--- src/rtl/uart_pkg.sv ---
// Shared definitions for the UART transmit path: scheduler state encoding,
// parity-type codes, byte width and a small index wrap helper.
package uart_pkg;

   localparam int UART_DW = 8;

   localparam logic PAR_EVEN = 1'b0;
   localparam logic PAR_ODD  = 1'b1;

   typedef enum logic [1:0] {
      UART_SCHED_IDLE      = 2'd0,
      UART_SCHED_ISSUE     = 2'd1,
      UART_SCHED_WAIT_DONE = 2'd2,
      UART_SCHED_GAP       = 2'd3
   } uart_sched_state_t;

   // Wraps an index in [0, 2n-1] back into [0, n-1] without a divider.
   function automatic int rr_wrap(input int v, input int n);
      return (v >= n) ? (v - n) : v;
   endfunction

endpackage

--- src/rtl/uart_tx_sched_rr_pick.sv ---
// Combinational round-robin picker: first requester after last_owner, wrapping.
// Kept standalone so other arbiters on the UART path can share it.
module rr_pick
   import uart_pkg::*;
#(
   parameter int NREQ = 4,
   parameter int IW   = (NREQ > 1) ? $clog2(NREQ) : 1
) (
   input  logic [NREQ-1:0] req,
   input  logic [IW-1:0]   last_owner,
   output logic            valid,
   output logic [IW-1:0]   idx
);

   logic [NREQ-1:0] rot;
   logic [IW-1:0]   cand [NREQ];

   // cand[gi] is the requester at distance gi+1 from the last owner.
   for (genvar gi = 0; gi < NREQ; gi++) begin : g_rot
      assign cand[gi] = IW'(rr_wrap(int'(last_owner) + 1 + gi, NREQ));
      assign rot[gi]  = req[cand[gi]];
   end

   always_comb begin
      valid = 1'b0;
      idx   = '0;
      for (int i = NREQ - 1; i >= 0; i--) begin
         if (rot[i]) begin
            valid = 1'b1;
            idx   = cand[i];
         end
      end
   end

endmodule

--- src/rtl/uart_tx_sched.sv ---
// Round-robin scheduler sharing one UART TX serializer among NREQ byte sources.
// Captures the winner's byte and parity setup, holds them for the frame, then idles GAP_CYC cycles.
module uart_tx_sched
   import uart_pkg::*;
#(
   parameter int NREQ    = 4,
   parameter int GAP_CYC = 2,
   parameter int TO_CYC  = 4096
) (
   input  logic                    clk,
   input  logic                    rst,
   input  logic [NREQ-1:0]         req,
   input  logic [UART_DW*NREQ-1:0] req_data,
   input  logic [NREQ-1:0]         req_par_en,
   input  logic [NREQ-1:0]         req_par_typ,
   output logic [NREQ-1:0]         gnt,
   output logic [NREQ-1:0]         done,
   output logic                    err,
   output logic                    busy,
   output logic                    tx_start,
   output logic [UART_DW-1:0]      tx_data,
   output logic                    par_en,
   output logic                    par_typ,
   input  logic                    tx_busy,
   input  logic                    tx_done
);

   localparam int IW = (NREQ > 1) ? $clog2(NREQ) : 1;
   localparam int CW = $clog2(TO_CYC);
   localparam int GW = (GAP_CYC > 1) ? $clog2(GAP_CYC) : 1;
   localparam logic [IW-1:0] LAST_RST = IW'(NREQ - 1);
   localparam uart_sched_state_t POST_FRAME = (GAP_CYC == 0) ? UART_SCHED_IDLE : UART_SCHED_GAP;

   uart_sched_state_t state_reg, state_next;
   logic [IW-1:0]      owner_reg, owner_next;
   logic [IW-1:0]      last_reg, last_next;
   logic [CW-1:0]      cnt_reg, cnt_next;
   logic [GW-1:0]      gap_reg, gap_next;
   logic [UART_DW-1:0] tx_data_reg, tx_data_next;
   logic               par_en_reg, par_en_next;
   logic               par_typ_reg, par_typ_next;
   logic [NREQ-1:0]    gnt_reg, gnt_next;
   logic [NREQ-1:0]    done_reg, done_next;
   logic               err_reg, err_next;
   logic               busy_reg, busy_next;
   logic               tx_start_reg, tx_start_next;

   logic               pick_valid;
   logic [IW-1:0]      pick_idx;
   logic [NREQ-1:0]    pick_oh;
   logic [NREQ-1:0]    owner_oh;
   logic [UART_DW-1:0] req_byte [NREQ];

   rr_pick #(
      .NREQ (NREQ),
      .IW   (IW)
   ) u_pick (
      .req        (req),
      .last_owner (last_reg),
      .valid      (pick_valid),
      .idx        (pick_idx)
   );

   for (genvar gi = 0; gi < NREQ; gi++) begin : g_dec
      assign req_byte[gi] = req_data[gi*UART_DW +: UART_DW];
      assign pick_oh[gi]  = (pick_idx == IW'(gi));
      assign owner_oh[gi] = (owner_reg == IW'(gi));
   end

   always_ff @(posedge clk) begin
      if (!rst) begin
         state_reg    <= UART_SCHED_IDLE;
         owner_reg    <= '0;
         last_reg     <= LAST_RST;
         cnt_reg      <= '0;
         gap_reg      <= '0;
         tx_data_reg  <= '0;
         par_en_reg   <= 1'b0;
         par_typ_reg  <= PAR_EVEN;
         gnt_reg      <= '0;
         done_reg     <= '0;
         err_reg      <= 1'b0;
         busy_reg     <= 1'b0;
         tx_start_reg <= 1'b0;
      end else begin
         state_reg    <= state_next;
         owner_reg    <= owner_next;
         last_reg     <= last_next;
         cnt_reg      <= cnt_next;
         gap_reg      <= gap_next;
         tx_data_reg  <= tx_data_next;
         par_en_reg   <= par_en_next;
         par_typ_reg  <= par_typ_next;
         gnt_reg      <= gnt_next;
         done_reg     <= done_next;
         err_reg      <= err_next;
         busy_reg     <= busy_next;
         tx_start_reg <= tx_start_next;
      end
   end

   // cnt_reg equals the number of cycles since the tx_start cycle, so a
   // tx_done seen with cnt_reg == TO_CYC-1 still wins over the timeout.
   always_comb begin
      state_next    = state_reg;
      owner_next    = owner_reg;
      last_next     = last_reg;
      cnt_next      = cnt_reg;
      gap_next      = gap_reg;
      tx_data_next  = tx_data_reg;
      par_en_next   = par_en_reg;
      par_typ_next  = par_typ_reg;
      gnt_next      = '0;
      done_next     = '0;
      err_next      = 1'b0;
      tx_start_next = 1'b0;

      case (state_reg)
         UART_SCHED_IDLE: begin
            if (pick_valid && !tx_busy) begin
               owner_next    = pick_idx;
               tx_data_next  = req_byte[pick_idx];
               par_en_next   = req_par_en[pick_idx];
               par_typ_next  = req_par_typ[pick_idx];
               gnt_next      = pick_oh;
               tx_start_next = 1'b1;
               cnt_next      = '0;
               state_next    = UART_SCHED_ISSUE;
            end
         end
         UART_SCHED_ISSUE: begin
            cnt_next   = cnt_reg + 1'b1;
            state_next = UART_SCHED_WAIT_DONE;
         end
         UART_SCHED_WAIT_DONE: begin
            cnt_next = cnt_reg + 1'b1;
            if (tx_done) begin
               done_next  = owner_oh;
               last_next  = owner_reg;
               gap_next   = '0;
               state_next = POST_FRAME;
            end else if (cnt_reg == CW'(TO_CYC - 1)) begin
               err_next   = 1'b1;
               last_next  = owner_reg;
               gap_next   = '0;
               state_next = POST_FRAME;
            end
         end
         UART_SCHED_GAP: begin
            gap_next = gap_reg + 1'b1;
            if (gap_reg == GW'(GAP_CYC - 1)) begin
               state_next = UART_SCHED_IDLE;
            end
         end
         default: state_next = UART_SCHED_IDLE;
      endcase

      busy_next = (state_next != UART_SCHED_IDLE);
   end

   assign gnt      = gnt_reg;
   assign done     = done_reg;
   assign err      = err_reg;
   assign busy     = busy_reg;
   assign tx_start = tx_start_reg;
   assign tx_data  = tx_data_reg;
   assign par_en   = par_en_reg;
   assign par_typ  = par_typ_reg;

endmodule

--- config.mk ---
export PLATFORM = sky130hd
export DESIGN_NAME = uart_tx_sched
export DESIGN_NICKNAME = d
export VERILOG_FILES = /design/src/rtl/uart_pkg.sv /design/src/rtl/uart_tx_sched_rr_pick.sv /design/src/rtl/uart_tx_sched.sv
export SDC_FILE = /design/constraint.sdc
export NUM_CORES = 1
export LEC_CHECK = 0
export ABC_AREA = 1
export CAP_MARGIN = 20
export CELL_PAD_IN_SITES_DETAIL_PLACEMENT = 0
export CELL_PAD_IN_SITES_GLOBAL_PLACEMENT = 1
export CORE_AREA = 2 2 130 82
export CTS_CLUSTER_DIAMETER = 120
export DETAILED_ROUTE_END_ITERATION = 10
export DIE_AREA = 0 0 132 84
export PLACE_DENSITY = 0.73
export SYNTH_ARGS = -nofsm -noshare
export SYNTH_HDL_FRONTEND = slang
export SYNTH_SLANG_ARGS = --single-unit
--- constraint.sdc ---
create_clock -name clk -period 1.9 [get_ports clk]
set_input_delay 0.57 -clock clk [delete_from_list [all_inputs] [get_ports clk]]
set_output_delay 0.57 -clock clk [all_outputs]
set_load 0.005 [all_outputs]
==> results.sh, run 1 <==
export IMPL_first_global_vias=2507
export IMPL_postCtsHoldBufs=0
export IMPL_max_clock_freq_mhz=549
export IMPL_top_usage_layer="met1"
export IMPL_slowest_delay_ps=210
export IMPL_first_pass_iters=5
export IMPL_clk_root_buffer_cell="clkbuf_16"
export IMPL_fin_hold_ws_ps=474
export IMPL_powerDensity_nw_per_um2=775
export IMPL_reg2reg_depth=14
export IMPL_status="finished, final reports clean"
export IMPL_route_detailed_drc=0
export IMPL_met3_usage_pct=4.86
export IMPL_cts_sinks=40
export IMPL_syn_to_final_growth_pct=58.8
export IMPL_synth_distinct_cells=31
export IMPL_finalMaxSlewViolations=0
export IMPL_cts_buffer_depth=2
export IMPL_numCtsBuffers=5
export IMPL_rows=29
export IMPL_initial_utilization_pct=24.0
export IMPL_final_cell_mix="86 x nand2_1, 64 x clkdlybuf4s50_1, 58 x nand3_1"
export IMPL_layout_drive_gt1_share_pct=20.3
export IMPL_arrival_ps=2050
export IMPL_cts_tree="yes"
export IMPL_io_pins=69
export IMPL_netlist_area_sq_um=2410
export IMPL_gr_usage_all_layers_pct=13.4
export IMPL_ys_seq_elements=40
export IMPL_nets=516
export IMPL_maxSlewHeadroom_pct=65.0
export IMPL_grt_met2_usage_pct=18.7
export IMPL_final_area_sq_um=3830
export IMPL_die_w_um=132
export IMPL_dieHeight_um=84
export IMPL_leakage_nw=1.59
export IMPL_grt_use_met1_pct=19.5
export IMPL_crit_fanout=8
export IMPL_reg2reg_slack_ps=100
export IMPL_rr_endpoint="tx_data[1]$_SDFFE_PN0P_"
export IMPL_viasPerCell=4.38
export IMPL_crit_path_start="req[1]"
export IMPL_gp_congestion=0.818
export IMPL_antenna_found_initial=0
export IMPL_drt_total_wl_mm=7.36
export IMPL_end_kind="flip-flop"
export IMPL_grt_ovfl_total=0
export IMPL_ant_nets=0
export IMPL_period_minus_slack_ps=1820
export IMPL_grt_max_degree=21
export IMPL_crit_type="input pin to flip-flop"
export IMPL_cp_slowest_cell="a21oi_4"
export IMPL_core_region_area_sq_um=10100
export IMPL_hold_path_class="flip-flop to flip-flop"
export IMPL_drt_initial_drc_count=149
export IMPL_cp_data_required_time_ps=2130
export IMPL_antenna_cells=0
export IMPL_dr_total_vias=2638
export IMPL_final_common_cell="nand2_1"
export IMPL_largest_reg_flops=12
export IMPL_worstSetupStartpointType="input pin"
export IMPL_skew_ps=5.01
export IMPL_rsz0062_at_grt="true"
export IMPL_irDropWorstVdd_uv=442
export IMPL_placed_cell_area_sq_um=3460
export IMPL_synth_edf_count=0
export IMPL_wire_per_inst_um=12.2
export IMPL_clk_latency_ps=280
export IMPL_setup_violations=0
export IMPL_postSynthAreaPerCell_sq_um=6.64
export IMPL_async_reset_ff_share_pct=0
export IMPL_finalHoldViolCount=0
export IMPL_drv_cap=0
export IMPL_synth_nets=417
export IMPL_hpwl_mm=5.65
export IMPL_tightest_slew_ps=521
export IMPL_path_clk_slew_ps=60
export IMPL_rr_startpoint="last_reg[0]$_SDFFE_PN1P_"
export IMPL_final_util_pct=38.1
export IMPL_grt_pass1_wl_mm=12.1
export IMPL_ys_seq_area_share_pct=33.2
export IMPL_ctsHtreeMaxLevel=2
export IMPL_p_total_mw=2.97
export IMPL_post_route_period_util_pct=95.9
export IMPL_synth_warnings=0
export IMPL_io_buffers=68
export IMPL_synth_cells=363
export IMPL_die_area_sq_um=11100
export IMPL_cp_endpoint="tx_data[1]$_SDFFE_PN0P_"
export IMPL_ys_flop_type="dfxtp_1"
export IMPL_crit_chain="clkdlybuf4s15_1 -> inv_2 -> nand2_2 -> nand2_4 -> buf_4 -> o21ai_4 -> inv_2 -> a21oi_4 -> buf_12 -> buf_16 -> nand3_1 -> nand3_1 -> nor2_1 -> nor2_1"
==> cells in the mapped netlist, types with 2 or more instances <==
cell type / count / share of area (%)
nand2_2: 9 / 2.3
o211ai_1: 2 / 0.62
nand4_1: 3 / 0.78
nor3_1: 13 / 2.7
dfxtp_1: 40 / 33
nor2_4: 2 / 0.93
a21oi_1: 19 / 3.9
buf_6: 4 / 1.9
nor2_1: 28 / 4.4
o21ai_0: 13 / 2.7
inv_2: 3 / 0.47
o21a_1: 3 / 0.93
inv_1: 30 / 4.7
buf_2: 4 / 0.83
ha_1: 6 / 3.1
nand3_1: 61 / 13
nand2_1: 100 / 16
xor2_1: 6 / 2.2
nor4_1: 2 / 0.52
clkbuf_1: 4 / 0.62
==> worst max-delay path: cells and delay by family <==
kind            cells  cell delay (ps)
simple gates        6              440
compound gates      2              330
buf+inv             6              700
==> final cells by class <==
cell class	instances	area [sq um]
Clock buffer	5	125
Tap cell	139	174
Sequential cell	40	803
Fill cell	1057	6220
Inverter	34	135
Multi-Input combinational cell	275	1480
Clock inverter	3	46.3
Timing Repair Buffer	106	1060
==> routing by layer <==
layer  wire (um)  vias to the layer above
met5           0                        -
met4          36                        0
met3         573                        2
met2        2880                       75
met1        3870                     1178
li1            -                     1383
==> report_power, final <==
part	internal (mW)	switching, mW	leakage, nW
Combinational	0.517	0.521	1.19
Clock	0.624	0.354	0.0804
Sequential	0.908	0.0436	0.325
==> per-stage QoR <==
step	std cells	setup TNS (ps)	setup slack (ps)
global placement	588	-14090	-564
floorplan	363	0	186
global route	602	-54.1	-47.9
finish	602	0	78.8
detailed placement	588	-14740	-612
CTS	601	0	64.0
==> cell families after synthesis <==
logic type                 share of synthesized area (%)
and+or+nand+nor                                     42.0
buffers and inverters                               10.1
AOI/OAI and AO/OA                                   9.39
DFF                                                 33.2
xor gates and xnor gates                            2.18
adders and majority gates                           3.11
==> what timing repair did <==
item,4_1_cts,5_1_grt
setup buffers,4,1
setup endpoints to repair,29,24
gates cloned,1,0
pin swaps,10,12
resized for setup,21,26
==> how the worst min path moves through the flow <==
stage | from | to | cells after the start
2_1_floorplan | owner_reg[0]$_SDFFE_PN0P_ | done[0]$_SDFF_PN0_ | 1
3_3_place_gp | owner_reg[1]$_SDFFE_PN0P_ | done[1]$_SDFF_PN0_ | 1
3_5_place_dp | owner_reg[1]$_SDFFE_PN0P_ | done[1]$_SDFF_PN0_ | 1
4_1_cts | owner_reg[1]$_SDFFE_PN0P_ | done[1]$_SDFF_PN0_ | 1
5_1_grt | owner_reg[1]$_SDFFE_PN0P_ | done[1]$_SDFF_PN0_ | 1
6_report | owner_reg[0]$_SDFFE_PN0P_ | done[0]$_SDFF_PN0_ | 1
Note: power is estimated with default switching activity, not from simulation.
==> run 2: changes to the inputs <==
--- a/config.mk
+++ b/config.mk
@@ -10,7 +10,6 @@
 export CELL_PAD_IN_SITES_DETAIL_PLACEMENT = 0
 export CELL_PAD_IN_SITES_GLOBAL_PLACEMENT = 1
 export CORE_AREA = 2 2 130 82
-export CTS_CLUSTER_DIAMETER = 120
 export DETAILED_ROUTE_END_ITERATION = 10
 export DIE_AREA = 0 0 132 84
 export PLACE_DENSITY = 0.73
==> results of run 2 <==
Same layout as run 1: the final DEF is identical, and so are final timing and power.
==> run 3: changes to the inputs <==
--- a/config.mk
+++ b/config.mk
@@ -9,9 +9,9 @@
 export CAP_MARGIN = 20
 export CELL_PAD_IN_SITES_DETAIL_PLACEMENT = 0
 export CELL_PAD_IN_SITES_GLOBAL_PLACEMENT = 1
-export CORE_AREA = 2 2 130 82
+export CORE_AREA = 2 2 102 104
 export DETAILED_ROUTE_END_ITERATION = 10
-export DIE_AREA = 0 0 132 84
+export DIE_AREA = 0 0 104 106
 export PLACE_DENSITY = 0.73
 export SYNTH_ARGS = -nofsm -noshare
 export SYNTH_HDL_FRONTEND = slang
==> results.sh, run 3 (synthesis gave the netlist of run 1 again) <==
export IMPL_status="finished, final reports clean"
export IMPL_antenna_cells=0
export IMPL_first_global_vias=2542
export IMPL_grt_max_degree=21
export IMPL_drt_total_wl_mm=6.87
export IMPL_regArea_sq_um=806
export IMPL_wire_per_inst_um=11.5
export IMPL_dr_total_vias=2617
export IMPL_setup_violations=0
export IMPL_multiInputGateArea_sq_um=1510
export IMPL_io_buffers=68
export IMPL_crit_type="flip-flop to flip-flop"
export IMPL_final_util_pct=37.3
export IMPL_syn_to_final_growth_pct=54.9
export IMPL_die_area_sq_um=11000
export IMPL_worstSetupStartpointType="flip-flop"
export IMPL_max_clock_freq_mhz=556
export IMPL_hold_path_class="flip-flop to flip-flop"
export IMPL_fillers=1096
export IMPL_numCtsBuffers=5
export IMPL_postCtsHoldBufs=0
export IMPL_reg2reg_slack_ps=100
export IMPL_rows=37
export IMPL_arrival_ps=1980
export IMPL_gp_congestion=0.815
export IMPL_drt_initial_drc_count=79
export IMPL_ctsHtreeMaxLevel=2
export IMPL_end_kind="flip-flop"
export IMPL_post_route_period_util_pct=94.7
export IMPL_antenna_found_initial=0
export IMPL_maxSlewHeadroom_pct=72.1
export IMPL_cp_data_required_time_ps=2080
export IMPL_largest_reg_flops=12
export IMPL_final_cell_mix="86 x nand2_1, 64 x clkdlybuf4s50_1, 57 x nand3_1"
export IMPL_layout_drive_gt1_share_pct=21.4
export IMPL_tightest_slew_ps=416
export IMPL_setup_tns_ps=0
export IMPL_drv_cap=0
export IMPL_irDropWorstVdd_uv=246
export IMPL_die_w_um=104
export IMPL_io_pins=69
export IMPL_first_pass_iters=4
export IMPL_finalHoldViolCount=0
export IMPL_core_region_area_sq_um=10000
export IMPL_cts_sinks=40
export IMPL_skew_ps=3.87
export IMPL_grt_pass1_wl_mm=11.7
export IMPL_rsz0062_at_grt="true"
export IMPL_gr_usage_all_layers_pct=12.9
export IMPL_powerDensity_nw_per_um2=672
export IMPL_hpwl_mm=5.07
export IMPL_leakage_nw=1.54
export IMPL_viasPerCell=4.40
export IMPL_path_clk_slew_ps=70
export IMPL_clk_root_buffer_cell="clkbuf_8"
export IMPL_grt_ovfl_total=0
export IMPL_finalMaxSlewViolations=0
export IMPL_crit_fanout=10
export IMPL_cts_buffer_depth=2
export IMPL_clk_latency_ps=290
export IMPL_nets=513
export IMPL_initial_utilization_pct=24.1
export IMPL_dieHeight_um=106
export IMPL_cts_tree="yes"
export IMPL_route_detailed_drc=0
export IMPL_ant_nets=0
export IMPL_period_minus_slack_ps=1800
export IMPL_final_common_cell="nand2_1"
run 3: cell types whose count changed in the layout (fill, tap and decap cells not counted), sizes merged:
cell / delta
buf: -5
bufinv: -1
clkbuf: +2
clkdlybuf4s15: -1
clkinv: +1
clkinvlp: -1
dlygate4sd2: +2
inv: -1
run 3: layout make-up:
| type | count | area share (%) |
|---|---|---|
| multi-input combinational | 275 | 40.3 |
| timing repair buffer | 103 | 27.6 |
| sequential | 40 | 21.6 |
| tap | 136 | 4.56 |
| inverter | 34 | 3.82 |
| clock buffer | 6 | 1.94 |
| clock inverter | 1 | 0.134 |
run 3: what timing repair did:
action | 4_1_cts | 5_1_grt
buffers inserted | 2 | 6
pin swaps | 10 | 18
setup endpoints to repair | 28 | 30
gates resized for setup | 27 | 31
gates cloned | 0 | 2
run 3: path summary, 6_finish.rpt:
| check | from | end | depth (start not counted) |
|---|---|---|---|
| max | last_reg[0]$_SDFFE_PN1P_ | owner_reg[0]$_SDFFE_PN0P_ | 13 |
| min | owner_reg[0]$_SDFFE_PN0P_ | done[2]$_SDFF_PN0_ | 1 |
| max reg2reg | last_reg[0]$_SDFFE_PN1P_ | owner_reg[0]$_SDFFE_PN0P_ | 13 |
| min reg2reg | owner_reg[0]$_SDFFE_PN0P_ | done[2]$_SDFF_PN0_ | 1 |
run 3: critical path, stage by stage, from the launching register on:
cell and delay, ps:
dfxtp_4 360, buf_12 130, inv_8 80, nand2_2 70, nand2_4 100, nand2_2 80, nand2_2 100, nand2_2 70
nand3_4 100, nand2_8 100, buf_4 150, buf_4 140, o21ai_2 150, a21oi_1 50
run 3: power breakdown:
| group | switching (mW) | internal, mW |
|---|---|---|
| clock | 0.290 | 0.250 |
| combinational | 0.526 | 0.497 |
| sequential | 0.0395 | 0.906 |
run 3: per-stage QoR:
| step | instances | power, mW | instance area [sq um] | hold slack (ps) | setup slack, ps |
|---|---|---|---|---|---|
| after floorplan | 363 | 1.47 | 2410 | 422 | 186 |
| after global placement | 580 | 1.88 | 3420 | 437 | -457 |
| after detailed placement | 580 | 1.89 | 3420 | 432 | -509 |
| after CTS | 588 | 2.46 | 3550 | 443 | 77.9 |
| after global routing | 595 | 2.70 | 3730 | 497 | -82.3 |
| final | 595 | 2.51 | 3730 | 445 | 101 |
run 3: metal layers:
layer	track usage, %	up-vias	wire, um	part of all wire (%)
li1	-	1375	-	-
met1	15.6	1164	2990	44
met2	21.6	71	3250	47
met3	4.60	7	541	7.9
met4	3.67	0	84	1.2
met5	0	-	0	0
